--- src/rtl/card_pkg.sv ---
// Shared card constants, rank encoding, value mapping and dealer state type.
// Latency: none (types and pure functions only).
// Backpressure: not applicable.
package card_pkg;

  localparam int CARDS_PER_DECK = 52;
  localparam int SUITS          = 4;

  typedef enum logic [3:0] {
    RANK_ACE   = 4'd1,
    RANK_TWO   = 4'd2,
    RANK_THREE = 4'd3,
    RANK_FOUR  = 4'd4,
    RANK_FIVE  = 4'd5,
    RANK_SIX   = 4'd6,
    RANK_SEVEN = 4'd7,
    RANK_EIGHT = 4'd8,
    RANK_NINE  = 4'd9,
    RANK_TEN   = 4'd10,
    RANK_JACK  = 4'd11,
    RANK_QUEEN = 4'd12,
    RANK_KING  = 4'd13
  } rank_e;

  typedef enum logic [1:0] {
    IDLE = 2'd0,
    PICK = 2'd1,
    SCAN = 2'd2
  } state_e;

  // Blackjack-style value: picture cards count as ten.
  function automatic logic [3:0] rank_to_value(input logic [3:0] rank);
    return (rank > 4'd10) ? 4'd10 : rank;
  endfunction

endpackage

--- src/rtl/lfsr_gen.sv ---
// Fibonacci LFSR with synchronous seed load; a zero load value is forced to 1.
// Latency: state updates one clock after load/shift.
// Backpressure: none, free-running every cycle out of reset.
module lfsr_gen #(
  parameter int                    LFSR_WIDTH = 16,
  parameter logic [LFSR_WIDTH-1:0] TAPS       = LFSR_WIDTH'(16'hD008),
  parameter logic [LFSR_WIDTH-1:0] SEED       = LFSR_WIDTH'(16'h0002)
) (
  input  logic                  clk,
  input  logic                  rst,
  input  logic                  load,
  input  logic [LFSR_WIDTH-1:0] load_val,
  output logic [LFSR_WIDTH-1:0] state
);

  localparam logic [LFSR_WIDTH-1:0] ONE = {{(LFSR_WIDTH-1){1'b0}}, 1'b1};

  logic [LFSR_WIDTH-1:0] state_q, state_d;

  // Next state: a load wins over the shift; the all-zero lock-up state is never loaded.
  always_comb begin
    state_d = {state_q[LFSR_WIDTH-2:0], ^(state_q & TAPS)};
    if (load) begin
      state_d = (load_val == '0) ? ONE : load_val;
    end
  end

  // State register with synchronous reset to the seed.
  always_ff @(posedge clk) begin
    if (rst) state_q <= SEED;
    else     state_q <= state_d;
  end

  assign state = state_q;

endmodule

--- src/rtl/card_shoe.sv ---
// Multi-deck card shoe dealt without replacement, draw by request/valid pulse.
// Latency: card_valid 2 cycles after draw_req best case, 2+MAX_TRIES+12 worst case.
// Backpressure: draw_req is ignored while busy; shuffle aborts any draw in flight.
module card_shoe
  import card_pkg::*;
#(
  parameter int                    NUM_DECKS  = 1,
  parameter int                    LFSR_WIDTH = 16,
  parameter logic [LFSR_WIDTH-1:0] TAPS       = LFSR_WIDTH'(16'hD008),
  parameter logic [LFSR_WIDTH-1:0] SEED       = LFSR_WIDTH'(16'h0002),
  parameter int                    MAX_TRIES  = 4
) (
  input  logic                  clk,
  input  logic                  rst,
  input  logic                  draw_req,
  input  logic                  shuffle,
  input  logic                  seed_load,
  input  logic [LFSR_WIDTH-1:0] seed_in,
  output logic                  card_valid,
  output logic [3:0]            card_rank,
  output logic [3:0]            card_value,
  output logic                  draw_err,
  output logic                  busy,
  output logic                  empty,
  output logic [8:0]            cards_left
);

  localparam int              NRANKS     = 13;
  localparam int              TW         = $clog2(MAX_TRIES + 1);
  localparam logic [5:0]      FULL_CNT   = 6'(SUITS * NUM_DECKS);
  localparam logic [8:0]      FULL_LEFT  = 9'(CARDS_PER_DECK * NUM_DECKS);
  localparam logic [TW-1:0]   TRIES_LAST = TW'(MAX_TRIES - 1);
  localparam logic [3:0]      LAST_IDX   = 4'(RANK_KING) - 4'(RANK_ACE);

  state_e          state_q;
  logic [5:0]      cnt_q [NRANKS];
  logic [8:0]      left_q;
  logic            empty_q, busy_q, valid_q, err_q;
  logic [3:0]      rank_q, value_q;
  logic [TW-1:0]   tries_q;
  logic [3:0]      idx_q;

  logic [LFSR_WIDTH-1:0] lfsr;
  logic                  lfsr_unused;
  logic [3:0]            r, r_safe, r_wrap;
  logic                  r_ok;
  logic                  deal_d;
  logic [3:0]            deal_idx_d;

  lfsr_gen #(
    .LFSR_WIDTH (LFSR_WIDTH),
    .TAPS       (TAPS),
    .SEED       (SEED)
  ) u_lfsr (
    .clk      (clk),
    .rst      (rst),
    .load     (seed_load),
    .load_val (seed_in),
    .state    (lfsr)
  );

  // Only the low nibble picks a rank; the rest of the LFSR just decorrelates it.
  assign lfsr_unused = ^lfsr[LFSR_WIDTH-1:4];
  assign r      = lfsr[3:0];
  assign r_ok   = (r <= LAST_IDX);
  assign r_safe = r_ok ? r : 4'd0;
  assign r_wrap = r_ok ? r : (r - 4'(NRANKS));

  // Deal decision for the current PICK candidate or SCAN pointer.
  always_comb begin
    deal_d     = 1'b0;
    deal_idx_d = idx_q;
    case (state_q)
      PICK: begin
        deal_idx_d = r_safe;
        deal_d     = r_ok && (cnt_q[r_safe] != 6'd0);
      end
      SCAN: begin
        deal_d = (cnt_q[idx_q] != 6'd0);
      end
      default: ;
    endcase
  end

  // Dealer FSM with registered outputs; shuffle refills and aborts from any state.
  always_ff @(posedge clk) begin
    if (rst) begin
      state_q <= IDLE;
      for (int i = 0; i < NRANKS; i++) cnt_q[i] <= FULL_CNT;
      left_q  <= FULL_LEFT;
      empty_q <= 1'b0;
      busy_q  <= 1'b0;
      valid_q <= 1'b0;
      err_q   <= 1'b0;
      rank_q  <= 4'd0;
      value_q <= 4'd0;
      tries_q <= '0;
      idx_q   <= 4'd0;
    end else begin
      valid_q <= 1'b0;
      err_q   <= 1'b0;
      if (shuffle) begin
        for (int i = 0; i < NRANKS; i++) cnt_q[i] <= FULL_CNT;
        left_q  <= FULL_LEFT;
        empty_q <= 1'b0;
        busy_q  <= 1'b0;
        state_q <= IDLE;
      end else begin
        case (state_q)
          IDLE: begin
            if (draw_req) begin
              if (empty_q) begin
                err_q <= 1'b1;
              end else begin
                state_q <= PICK;
                busy_q  <= 1'b1;
                tries_q <= '0;
              end
            end
          end
          PICK: begin
            if (!deal_d) begin
              if (tries_q == TRIES_LAST) begin
                state_q <= SCAN;
                idx_q   <= r_wrap;
              end else begin
                tries_q <= tries_q + 1'b1;
              end
            end
          end
          SCAN: begin
            if (!deal_d) idx_q <= (idx_q == LAST_IDX) ? 4'd0 : idx_q + 4'd1;
          end
          default: state_q <= IDLE;
        endcase
        if (deal_d) begin
          cnt_q[deal_idx_d] <= cnt_q[deal_idx_d] - 6'd1;
          left_q  <= left_q - 9'd1;
          empty_q <= (left_q == 9'd1);
          valid_q <= 1'b1;
          rank_q  <= deal_idx_d + 4'(RANK_ACE);
          value_q <= rank_to_value(deal_idx_d + 4'(RANK_ACE));
          busy_q  <= 1'b0;
          state_q <= IDLE;
        end
      end
    end
  end

  assign card_valid = valid_q;
  assign card_rank  = rank_q;
  assign card_value = value_q;
  assign draw_err   = err_q;
  assign busy       = busy_q;
  assign empty      = empty_q;
  assign cards_left = left_q;

endmodule

--- config.mk ---
export PLATFORM = sky130hd
export DESIGN_NAME = card_shoe
export DESIGN_NICKNAME = d
export VERILOG_FILES = /design/src/rtl/card_pkg.sv /design/src/rtl/lfsr_gen.sv /design/src/rtl/card_shoe.sv
export SDC_FILE = /design/constraint.sdc
export NUM_CORES = 1
export LEC_CHECK = 0
export BUFFER_PORTS_ARGS = -buffer_cell sky130_fd_sc_hd__buf_2
export CAP_MARGIN = 10
export CORE_ASPECT_RATIO = 1.2
export CORE_MARGIN = 2
export CORE_UTILIZATION = 51
export DETAILED_ROUTE_END_ITERATION = 8
export PLACE_DENSITY = 0.69
export SYNTH_ARGS = -nofsm -noshare
export SYNTH_HDL_FRONTEND = slang
export SYNTH_SLANG_ARGS = --single-unit
--- constraint.sdc ---
create_clock -name clk -period 6.85 [get_ports clk]
set_clock_uncertainty 0.2 [all_clocks]
set_input_delay 0.3425 -clock clk [delete_from_list [all_inputs] [get_ports clk]]
set_output_delay 0.3425 -clock clk [all_outputs]
set_load 0.02 [all_outputs]
== Yosys cells after proc, flatten, opt, wreduce, memory -nomap -nowiden ==
Memories as Yosys holds them, arrays and structs flattened. A register that Yosys moved wholly into a read port is not among the register bits.
Cells that the tools add are included.

* Divide/modulo/power cells: 0
* Multipliers: 0
* Shifts and indexed selects: 0
* Equality and inequality tests: 11
* Reduce and logical (&&, ||, !) cells: 17
* Add/subtract/negate cells: 6
* Muxes and demuxes: 49
* Magnitude comparators: 2
* Bitwise gates (word level): 18

{| class="wikitable"
|+ Operators with widths
! operator !! number
|-
| $mux W6 || 14
|-
| $mux W4 || 11
|-
| $mux W16 || 2
|-
| $logic_not A16 Y1 || 1
|-
| $reduce_xor A16 Y1 || 1
|-
| $or A1 B1 Y1 || 13
|-
| $mux W3 || 4
|-
| $ne A2 B2 Y1 const B || 6
|-
| $reduce_bool A6 Y1 || 2
|-
| $mux W1 || 11
|-
| $eq A9 B1 Y1 const B || 1
|-
| $sub A9 B1 Y9 const B || 1
|-
| $add A4 B1 Y4 const B || 2
|-
| $pmux W4 S2 || 1
|-
| $mux W2 || 3
|-
| $pmux W2 S3 || 1
|-
| $pmux W3 S2 || 1
|-
| $reduce_and A6 Y1 || 1
|-
| $reduce_or A6 Y1 || 1
|-
| $sub A6 B1 Y6 const B || 1
|-
| $not A1 Y1 || 5
|-
| $reduce_and A5 Y1 || 1
|-
| $eq A4 B4 Y1 const B || 1
|-
| $gt A4 B4 Y1 const B || 1
|-
| 16 further kinds || 17
|}

* Memory bits (read-only): 0
* Bits in latches: 0
* Logic and storage cells: 115
* Input port bits: 21
* Register bits: 46
* Memory bits (writable): 78
* Memories: 1
* Output and inout port bits: 21

{| class="wikitable"
|+ Memories
! memory !! words !! bits a word !! rd ports !! clocked after Yosys merged registers in !! write ports !! RTL line !! text
|-
| cnt_q || 13 || 6 || 3 || 1 || 13 || card_shoe.sv:36 || <nowiki>logic [5:0] cnt_q [NRANKS];</nowiki>
|}

== Depth between registers and ports, before layout ==
Gate-level depths: netlist (run 1).
An unclocked memory read counts as a cell.

* Depth after elaboration: 12
* Mapped depth: 19
* Depth with buffers taken out: 16

== By module ==
A second synthesis (run 1) with hierarchy kept.

* Cells, all modules: 755
* Area total of the unflattened synthesis: 7771.2 sq um

{| class="wikitable"
|+ By module, submodules not included
! module !! area an instance (sq um) !! cells each !! seq. area each (sq um) !! times used
|-
| card_shoe || 7114.3 || 694 || 3563.4 || 1
|-
| lfsr_gen || 656.9 || 61 || 320.3 || 1
|}

== Worst setup path before layout (run 1) ==
Ideal clock, no wire load.

* Path kind: register to register
* Start: register u_lfsr.state_q[1], in the netlist u_lfsr.state[1]
* End: memory cnt_q[1][4] (data pin)
* Buffers on the path: 1
* Data required time: 6395 ps
* Cell stages (with the launch flop): 17
* Period minus slack after synthesis: 3714 ps
* Setup slack: 3136 ps
* Setup time: 255 ps
* Arrival: 3259 ps
* Cells stage by stage: dfxtp_1 > buf_2 > inv_1 > ha_1 > nand3b_1 > ha_1 > nand2_2 > o21ai_4 > mux4_2 > o22ai_1 > nor2_1 > inv_1 > ha_1 > nor3b_2 > xor2_2 > inv_2 > and3_1

{| class="wikitable"
|+ RTL lines
! what !! RTL line !! text
|-
| start: declaration || lfsr_gen.sv:18 || <nowiki>logic [LFSR_WIDTH-1:0] state_q, state_d;</nowiki>
|-
| start signal: assignment || lfsr_gen.sv:31 || <nowiki>else state_q <= state_d;</nowiki>
|-
| end: declaration || card_shoe.sv:36 ||
|}

==> results of run 1 <==
registers in the layout, indices dropped and copies added, names as in the netlist, 2 cells and up, named ones only:
register and cells:
cnt_q 96, u_lfsr.state 16, cards_left 9, card_rank 4
card_value 4, idx_q 4, tries_q 3, state_q 2
cells in the final DEF, fill, tap and decap left out, types with 9 or more instances in the layout:
master,Yosys,layout
buf_4,5,10
mux4_2,9,9
edfxtp_1,96,96
nor4_1,17,17
a211oi_1,26,26
buf_2,14,42
a31oi_1,11,11
o21ai_0,22,22
dlygate4sd3_1,0,14
mux2i_1,42,42
dfxtp_1,50,50
and3_1,38,38
clkbuf_16,0,17
ha_1,16,16
nor2_1,83,83
a21oi_1,14,14
nand2_1,75,75
inv_1,24,24
nor3_1,25,25
nor3b_1,9,9
xnor2_1,11,11
nand4_1,25,25
nand3_1,50,50
power groups by stage:
stage | Clock, W | Sequential [W] | Combinational [W]
final | 0.000994 | 0.000986 | 0.000196
after global placement | 0 | 0.00100 | 0.000182
after detailed placement | 0 | 0.00100 | 0.000185
after floorplan | 0 | 0.000991 | 0.000132
after global routing | 0.00104 | 0.000988 | 0.000210
after CTS | 0.000999 | 0.000985 | 0.000192
area by class of cell:
cell class,count,area [µm²],area share (%)
multi-input combinational,571,3800,41.8
clock buffer,20,437,4.80
timing repair buffer,66,425,4.68
sequential,146,3880,42.7
clock inverter,12,179,1.97
inverter,30,113,1.24
tap,208,260,2.86
repair_timing:
action,CTS,global route
resized for setup,0,0
setup buffers,0,0
endpoints found under the hold margin,14,0
hold buffers,14,0
cells by family after synthesis:
logic type / after synthesis
buffers and inverters: 82
muxes: 59
and+or+nand+nor: 360
xor gates and xnor gates: 14
AOI/OAI and AO/OA: 122
DFF: 146
adders and majority gates: 16
per-stage QoR:
stage               cells  util [%]
floorplan             799         -
global placement     1006      53.7
detailed placement   1006      53.7
CTS                  1052      58.6
global route         1053      58.6
finish               1053      58.6
worst paths after layout:
path,slack [ns],cells after the start,to,startpoint
worst min-delay path,0.008,3,u_lfsr.state[2]$_SDFF_PP0_,seed_in[2]
worst max-delay path,1.02,13,cnt_q[15][5]$_DFFE_PP_,u_lfsr.state[1]$_SDFF_PP1_
worst min register to register,0.26,2,card_value[0]$_SDFFE_PP0P_,card_value[0]$_SDFFE_PP0P_
worst max register to register,1.02,13,cnt_q[15][5]$_DFFE_PP_,u_lfsr.state[1]$_SDFF_PP1_
metal layers:
layer	share of wire [%]	vias to the layer above	GRT usage [%]
li1	-	3075	-
met1	38	3295	36.4
met2	50	402	53.0
met3	7.7	86	6.91
met4	4.3	0	12.7
met5	0	-	0
worst register-to-register path: stages (launching register included):
cell and delay (ns):
dfxtp_1 0.67, inv_1 0.20, ha_1 0.28, nand3b_1 0.29, ha_1 0.50, nand2_2 0.19
o21ai_4 0.20, inv_2 0.56, mux4_2 0.58, o22ai_1 0.21, nor2_1 0.14, nor3_2 0.19
nand3b_1 0.71, xnor2_1 0.66
==> flow_metrics.py, run 1 <==
metrics = {
    "place": {
        "io_buffers": 41,
        "dp_hpwl_um": 17500,
        "dpl_cell_area_mm2": 0.00834,
        "finalWeightedCongestion": 0.938,
        "dpl_worst_slack_ns": 1.17,
    },
    "global_route": {
        "grt_pass1_wl_um": 38400,
        "grt-ovfl-total": 0,
        "first_global_vias": 6560,
        "grt_max_degree": 41,
        "grt.total_usage_pct": 30.5,
        "grt_antenna_before_repair": 0,
    },
    "yosys": {
        "synthTopCellsByCount": "edfxtp_1, nor2_1, nand2_1",
        "synth_cells": 799,
        "synthTopCellsByArea": "edfxtp_1, dfxtp_1, mux2i_1",
        "synth-warning-count": 0,
        "synthSimpleGateAreaFrac_pct": 22.8,
        "synth_edf_count": 96,
        "yosysSeqAreaShare_pct": 48.3,
        "muxShareOfSynthArea_pct": 9.06,
        "synth_area_mm2": 0.00803,
        "synth_compound_area_share_pct": 11.2,
        "netlist.area_leader.share_pct": 35.9,
        "synth_ff_type": "edfxtp_1",
        "synth-adder-area-share_pct": 2.49,
        "async_reset_ff_share_pct": 0,
        "yosysMostFrequentCell": "edfxtp_1",
        "avgSynthCellArea_um2": 10.1,
        "yosysUniqueCellTypes": 72,
        "yosys_register_bits": 146,
        "synth_top_family_by_area": "simple AND/OR/NAND/NOR gates",
        "synthXorXnorAreaFrac_pct": 1.62,
        "synth_top_cell_by_area": "edfxtp_1",
        "syn-num-nets": 836,
    },
    "clocking": {
        "ctsHtreeMaxLevel": 4,
        "clkLatencyLatePin_ns": 0.44,
        "clk_pin_slew_ns": 0.06,
        "cts_made_buffers": 17,
        "clock_path_buffers": 2,
        "cts_root_buffer": "clkbuf_16",
        "cts_sinks": 146,
        "cts_tree": "built",
    },
    "setup_path": {
        "crit_family": "simple AND/OR/NAND/NOR gates",
        "crit_slowest_cell": "nand3b_1",
        "critical_path_required_ns": 6.83,
        "endpoint_kind": "flop",
        "cp_cell_sequence": "inv_1 > ha_1 > nand3b_1 > ha_1 > nand2_2 > o21ai_4 > inv_2 > mux4_2 > o22ai_1 > nor2_1 > nor3_2 > nand3b_1 > xnor2_1",
        "worst-endpoint-arrival_ns": 5.82,
        "worstSetupPathType": "flop to flop",
        "crit_fanout": 30,
        "worstSetupStartpointType": "flop",
        "max_stage_delay_ns": 0.71,
        "crit_buf_inv": 2,
    },
    "route": {
        "drc": 0,
        "wirelength_um": 25000,
        "drtIter0Drc": 803,
        "routed_via_density": 6.51,
        "antenna_left": 0,
        "wl_per_cell_um": 23.7,
        "dr.pass1.iters": 7,
        "vias": 6858,
    },
    "pwr": {
        "leakagePower_nw": 3.38,
        "p_comb_share_pct": 9.0,
        "seqPwrFrac_pct": 45.3,
        "p_sw_share_pct": 24.7,
        "p_sw_w": 0.000538,
        "p_int_w": 0.00164,
        "power.total_w": 0.00218,
        "powerDensity_mw_per_mm2": 239,
        "peakVddDrop_mv": 0.149,
        "clkPwrFrac_pct": 45.7,
    },
    "floorplan": {
        "die_x_um": 119,
        "num_rows": 50,
        "dieArea_mm2": 0.0168,
        "core-area_mm2": 0.0155,
        "start_util_pct": 51.8,
        "io_pins": 42,
        "dieHeight_um": 141,
    },
    "finish": {
        "design_area_mm2": 0.00910,
        "antenna-diode-count": 0,
        "final_layout_size_suffix_gt1_share_pct": 14.3,
        "area_growth_syn_to_layout_pct": 13.2,
        "fillers": 1357,
        "fin_nets": 869,
    },
    "run": {
        "maxCapViolCount": 0,
    },
    "timing": {
        "worst_pin_slew_ns": 1.14,
        "period_share_pct": 85.2,
        "hold_violations": 0,
        "rsz0062_at_grt": "no",
        "setup-violations-final": 0,
        "period_minus_slack_ns": 5.83,
        "relSlewSlack_pct": 23.1,
        "hold_ws_ns": 0.00777,
        "drv_slew": 0,
        "max_freq_mhz": 171,
        "timing.final.ws_setup_ns": 1.02,
        "fin_tns_setup_ns": 0,
    },
    "hold_path": {
        "min_path_type": "input pin to flop",
    },
    "run_status": {
        "status": "complete, no violations",
    },
}
Note: power is estimated with default switching activity, not from simulation.
==> run 2, diff against run 1 <==
--- a/config.mk
+++ b/config.mk
@@ -8,7 +8,6 @@
 export BUFFER_PORTS_ARGS = -buffer_cell sky130_fd_sc_hd__buf_2
 export CAP_MARGIN = 10
 export CORE_ASPECT_RATIO = 1.2
-export CORE_MARGIN = 2
 export CORE_UTILIZATION = 51
 export DETAILED_ROUTE_END_ITERATION = 8
 export PLACE_DENSITY = 0.69
==> flow_metrics.py, run 2 (synthesis gave the netlist of run 1 again) <==
metrics = {
    "timing": {
        "setup-violations-final": 0,
        "timing.final.ws_setup_ns": 1.45,
        "relSlewSlack_pct": 23.0,
        "period_minus_slack_ns": 5.40,
        "period_share_pct": 78.8,
        "hold_violations": 0,
        "max_freq_mhz": 185,
        "drv_slew": 0,
        "fin_tns_setup_ns": 0,
        "hold_ws_ns": 0.00834,
        "rsz0062_at_grt": "no",
        "worst_pin_slew_ns": 1.14,
    },
    "place": {
        "finalWeightedCongestion": 0.965,
        "io_buffers": 41,
        "placed_cells": 1000,
        "dpl_worst_slack_ns": 1.59,
        "dp_hpwl_um": 17600,
    },
    "global_route": {
        "grt_pass1_wl_um": 38100,
        "grt.met2_usage_pct": 52.8,
        "grt.met3_usage_pct": 5.71,
        "grt_max_degree": 41,
        "busiest_layer": "met2",
        "grt-ovfl-total": 0,
        "grt_antenna_before_repair": 0,
        "first_global_vias": 6444,
        "met1_usage_pct": 41.1,
        "grt.total_usage_pct": 32.4,
    },
    "floorplan": {
        "core-area_mm2": 0.0152,
        "dieArea_mm2": 0.0163,
        "start_util_pct": 52.8,
        "num_rows": 49,
        "io_pins": 42,
        "die_x_um": 117,
        "dieHeight_um": 139,
    },
    "run": {
        "maxCapViolCount": 0,
    },
    "finish": {
        "layout_common_cells": "edfxtp_1, nor2_1, nand2_1",
        "area_growth_syn_to_layout_pct": 13.3,
        "fin_cells": 1047,
        "largest_reg_flops": 96,
        "multi_input_area_mm2": 0.00380,
        "fin_nets": 867,
        "final_layout_size_suffix_gt1_share_pct": 13.9,
        "final_common_cell": "edfxtp_1",
        "area.sequential_mm2": 0.00388,
        "antenna-diode-count": 0,
        "finish.utilization_pct": 59.9,
        "fillers": 1329,
        "regMostFlops": "cnt_q",
    },
    "clocking": {
        "cts_setup_buffers": 0,
        "cts_sinks": 146,
        "holdBufCountCts": 15,
        "cts_root_buffer": "clkbuf_16",
        "ctsHtreeMaxLevel": 4,
        "clock_path_buffers": 2,
        "clk_pin_slew_ns": 0.06,
        "clkLatencyLatePin_ns": 0.44,
        "cts_tree": "built",
        "cts_made_buffers": 17,
        "cts_resized": 0,
    },
    "hold_path": {
        "min_path_type": "input pin to flop",
    },
    "route": {
        "drc": 0,
        "wirelength_um": 25200,
        "routed_via_density": 6.54,
        "wl_per_cell_um": 24.0,
        "dr.pass1.iters": 5,
        "antenna_left": 0,
        "vias": 6846,
        "drtIter0Drc": 756,
    },
    "pwr": {
        "powerDensity_mw_per_mm2": 242,
        "leakagePower_nw": 3.39,
        "peakVddDrop_mv": 0.165,
    },
    "setup_path": {
        "worstSetupStartpointType": "flop",
        "critical_path_required_ns": 6.84,
        "endpoint_kind": "flop",
        "reg2regPathDepth": 16,
        "reg2reg_to": "cnt_q[1][4]$_SDFFCE_PN0P_",
        "endpoint": "cnt_q[1][4]$_SDFFCE_PN0P_",
        "worstSetupPathType": "flop to flop",
        "worst-endpoint-arrival_ns": 5.39,
        "critPathLaunch": "u_lfsr.state[1]$_SDFF_PP1_",
        "r2r_slack_ns": 1.45,
        "crit_fanout": 30,
        "rr_startpoint": "u_lfsr.state[1]$_SDFF_PP1_",
    },
    "run_status": {
        "status": "complete, no violations",
    },
}
-- run 2: worst min path at each step --
stage                                from                     endpoint  slack, ns  cells after the start
6_report                      seed_in[12]  u_lfsr.state[12]$_SDFF_PP0_      0.008                      3
5_1_grt                       seed_in[12]  u_lfsr.state[12]$_SDFF_PP0_       0.03                      3
4_1_cts                       seed_in[12]  u_lfsr.state[12]$_SDFF_PP0_       0.02                      3
3_5_place_dp    card_rank[2]$_SDFFE_PP0P_    card_rank[2]$_SDFFE_PP0P_       0.24                      2
3_3_place_gp    card_rank[2]$_SDFFE_PP0P_    card_rank[2]$_SDFFE_PP0P_       0.24                      2
2_1_floorplan  u_lfsr.state[9]$_SDFF_PP0_  u_lfsr.state[10]$_SDFF_PP0_       0.24                      2
-- run 2: critical path, cell delays in order (launching register included) --
cell and delay [ns]:
dfxtp_1 0.69, inv_1 0.19, ha_1 0.29, nand3b_1 0.29, ha_1 0.49, nand2_2 0.19
o21ai_4 0.21, inv_2 0.54, a211oi_1 0.10, o21ai_0 0.44, o2111a_1 0.32, inv_1 0.06
ha_1 0.21, nor3b_2 0.17, xor2_2 0.36, inv_2 0.17, and3_1 0.21
-- run 2: layout make-up --
type | count | area share [%]
Timing Repair Buffer | 64 | 4.56
Sequential cell | 146 | 42.6
Clock inverter | 9 | 1.68
Clock buffer | 23 | 5.36
Tap cell | 204 | 2.80
Inverter | 30 | 1.24
Multi-Input combinational cell | 571 | 41.7
-- run 2: through the flow --
stage          power [W]  area [µm²]
2_1_floorplan    0.00112        8030
3_3_place_gp     0.00118        8320
3_5_place_dp     0.00119        8320
4_1_cts          0.00220        9110
5_1_grt          0.00226        9110
6_report         0.00220        9110
-- run 2: per-layer routing --
layer | up-vias | share of wire, %
met1 | 3331 | 40
met4 | 0 | 4.5
met3 | 78 | 7.0
li1 | 3074 | -
met2 | 363 | 49
met5 | - | 0
-- run 2: report_power, final --
group          total, W  switching, W  leakage (nW)  internal [W]
Sequential     0.000988     0.0000239          1.39      0.000964
Combinational  0.000196      0.000134          1.69     0.0000624
Clock           0.00102      0.000370         0.309      0.000647
==> run 3, diff against run 2 <==
==> constraint.sdc (replaced) <==
create_clock -name clk -period 5.3 [get_ports clk]
set_clock_uncertainty 0.2 [all_clocks]
set_input_delay 0.265 -clock clk [delete_from_list [all_inputs] [get_ports clk]]
set_output_delay 0.265 -clock clk [all_outputs]
set_load 0.02 [all_outputs]
==> flow_metrics.py, run 3 (synthesis gave the netlist of run 1 again) <==
metrics = {
    "run_status": {
        "status": "complete, no violations",
    },
    "place": {
        "placed_cells": 1018,
        "finalWeightedCongestion": 0.984,
        "dp_hpwl_um": 17400,
        "io_buffers": 41,
    },
    "global_route": {
        "first_global_vias": 6766,
        "grt_antenna_before_repair": 0,
        "grt.total_usage_pct": 30.9,
        "grt_pass1_wl_um": 36900,
        "grt-ovfl-total": 0,
        "grt_max_degree": 35,
    },
    "finish": {
        "fillers": 1279,
        "area.sequential_mm2": 0.00388,
        "regMostFlops": "cnt_q",
        "fin_nets": 886,
        "final_common_cell": "edfxtp_1",
        "fin_cells": 1066,
        "final_layout_size_suffix_gt1_share_pct": 16.1,
        "antenna-diode-count": 0,
        "multi_input_area_mm2": 0.00380,
        "area_growth_syn_to_layout_pct": 15.0,
        "largest_reg_flops": 96,
        "layout_common_cells": "edfxtp_1, nor2_1, nand2_1",
    },
    "clocking": {
        "cts_made_buffers": 17,
        "ctsHtreeMaxLevel": 4,
        "cts_root_buffer": "clkbuf_16",
        "clock_path_buffers": 2,
        "clkLatencyLatePin_ns": 0.43,
        "cts_tree": "built",
        "clk_pin_slew_ns": 0.07,
        "cts_sinks": 146,
        "holdBufCountCts": 16,
        "cts_setup_buffers": 0,
        "cts_resized": 0,
    },
    "pwr": {
        "peakVddDrop_mv": 0.211,
        "p_int_w": 0.00213,
        "p_sw_share_pct": 25.0,
        "p_sw_w": 0.000708,
        "powerDensity_mw_per_mm2": 307,
        "p_comb_share_pct": 9.5,
        "clkPwrFrac_pct": 45.7,
        "seqPwrFrac_pct": 44.8,
        "leakagePower_nw": 3.47,
    },
    "route": {
        "antenna_left": 0,
        "wl_per_cell_um": 22.9,
        "dr.pass1.iters": 5,
        "drtIter0Drc": 841,
        "vias": 6908,
        "drc": 0,
        "wirelength_um": 24400,
        "routed_via_density": 6.48,
    },
    "setup_path": {
        "path_common_cell": "ha_1",
        "max_stage_delay_ns": 0.53,
        "cp_cell_sequence": "inv_1 > ha_1 > nand3b_1 > ha_1 > buf_4 > mux2_2 > and3_1 > nor4_1 > o211ai_2 > a211o_1 > inv_2 > nand2_1 > nor3b_1",
        "crit_buf_inv": 3,
        "crit_fanout": 34,
        "worstSetupStartpointType": "flop",
        "reg2regPathDepth": 13,
        "crit_family": "simple AND/OR/NAND/NOR gates",
        "r2r_slack_ns": 0.62,
        "crit_slowest_cell": "inv_2",
        "endpoint_kind": "flop",
        "worst-endpoint-arrival_ns": 4.72,
        "path_depth": 13,
        "worstSetupPathType": "flop to flop",
        "critical_path_required_ns": 5.34,
    },
    "timing": {
        "relSlewSlack_pct": 39.7,
        "max_freq_mhz": 214,
        "period_share_pct": 88.3,
        "rsz0062_at_grt": "no",
        "hold_violations": 0,
        "fin_tns_setup_ns": 0,
        "worst_pin_slew_ns": 0.904,
        "drv_slew": 0,
        "period_minus_slack_ns": 4.68,
        "setup-violations-final": 0,
    },
    "floorplan": {
        "io_pins": 42,
        "dieArea_mm2": 0.0163,
        "num_rows": 49,
        "dieHeight_um": 139,
        "die_x_um": 117,
        "start_util_pct": 52.8,
        "core-area_mm2": 0.0152,
    },
    "hold_path": {
        "hold_depth": 3,
        "min_path_type": "input pin to flop",
    },
    "run": {
        "maxCapViolCount": 0,
    },
}
run 3: power by group through the flow:
stage	logic (W)	clock network, W	registers [W]
finish	0.000268	0.00130	0.00127
global route	0.000286	0.00135	0.00127
CTS	0.000261	0.00130	0.00127
detailed placement	0.000250	0	0.00129
global placement	0.000247	0	0.00129
floorplan	0.000171	0	0.00128
run 3: final cells by class:
cell class                 instances  area share, %
sequential                       146           42.0
multi-input combinational        571           41.1
timing repair buffer              83           6.07
clock buffer                      17           4.60
tap                              204           2.76
clock inverter                    15           2.22
inverter                          30           1.22
run 3: path summary, 6_finish.rpt:
check / from / end
worst max-delay path: u_lfsr.state[0]$_SDFF_PP0_ / cnt_q[11][3]$_SDFFCE_PN0P_
worst min-delay path: shuffle / card_rank[3]$_SDFFE_PP0P_
worst max register to register: u_lfsr.state[0]$_SDFF_PP0_ / cnt_q[11][3]$_SDFFCE_PN0P_
worst min register to register: card_rank[2]$_SDFFE_PP0P_ / card_rank[2]$_SDFFE_PP0P_
run 3: through the flow:
step	util, %	power, W	setup WS, ns	cell area (µm²)	hold WS, ns
after floorplan	-	0.00145	1.59	8030	0.195
after global placement	55.6	0.00154	0.914	8450	0.241
after detailed placement	55.6	0.00155	0.780	8450	0.251
after CTS	60.8	0.00283	0.697	9240	0.0724
after global routing	60.8	0.00291	0.421	9240	0.0971
final	60.8	0.00284	0.619	9240	0.0864
run 3: per-layer routing:
layer  vias up  track usage [%]  wire (µm)
li1       3111                -          -
met1      3324             37.3       9370
met2       404             50.1      11900
met3        69             6.58       2040
met4         0             18.5       1130
met5         -                0          0
run 3: worst reg2reg max path, cell delays in order (launching register included):
cell and delay, ns:
dfxtp_1 0.37, inv_1 0.07, ha_1 0.25, nand3b_1 0.33, ha_1 0.28, buf_4 0.20, mux2_2 0.32, and3_1 0.16
nor4_1 0.33, o211ai_2 0.26, a211o_1 0.49, inv_2 0.53, nand2_1 0.39, nor3b_1 0.31
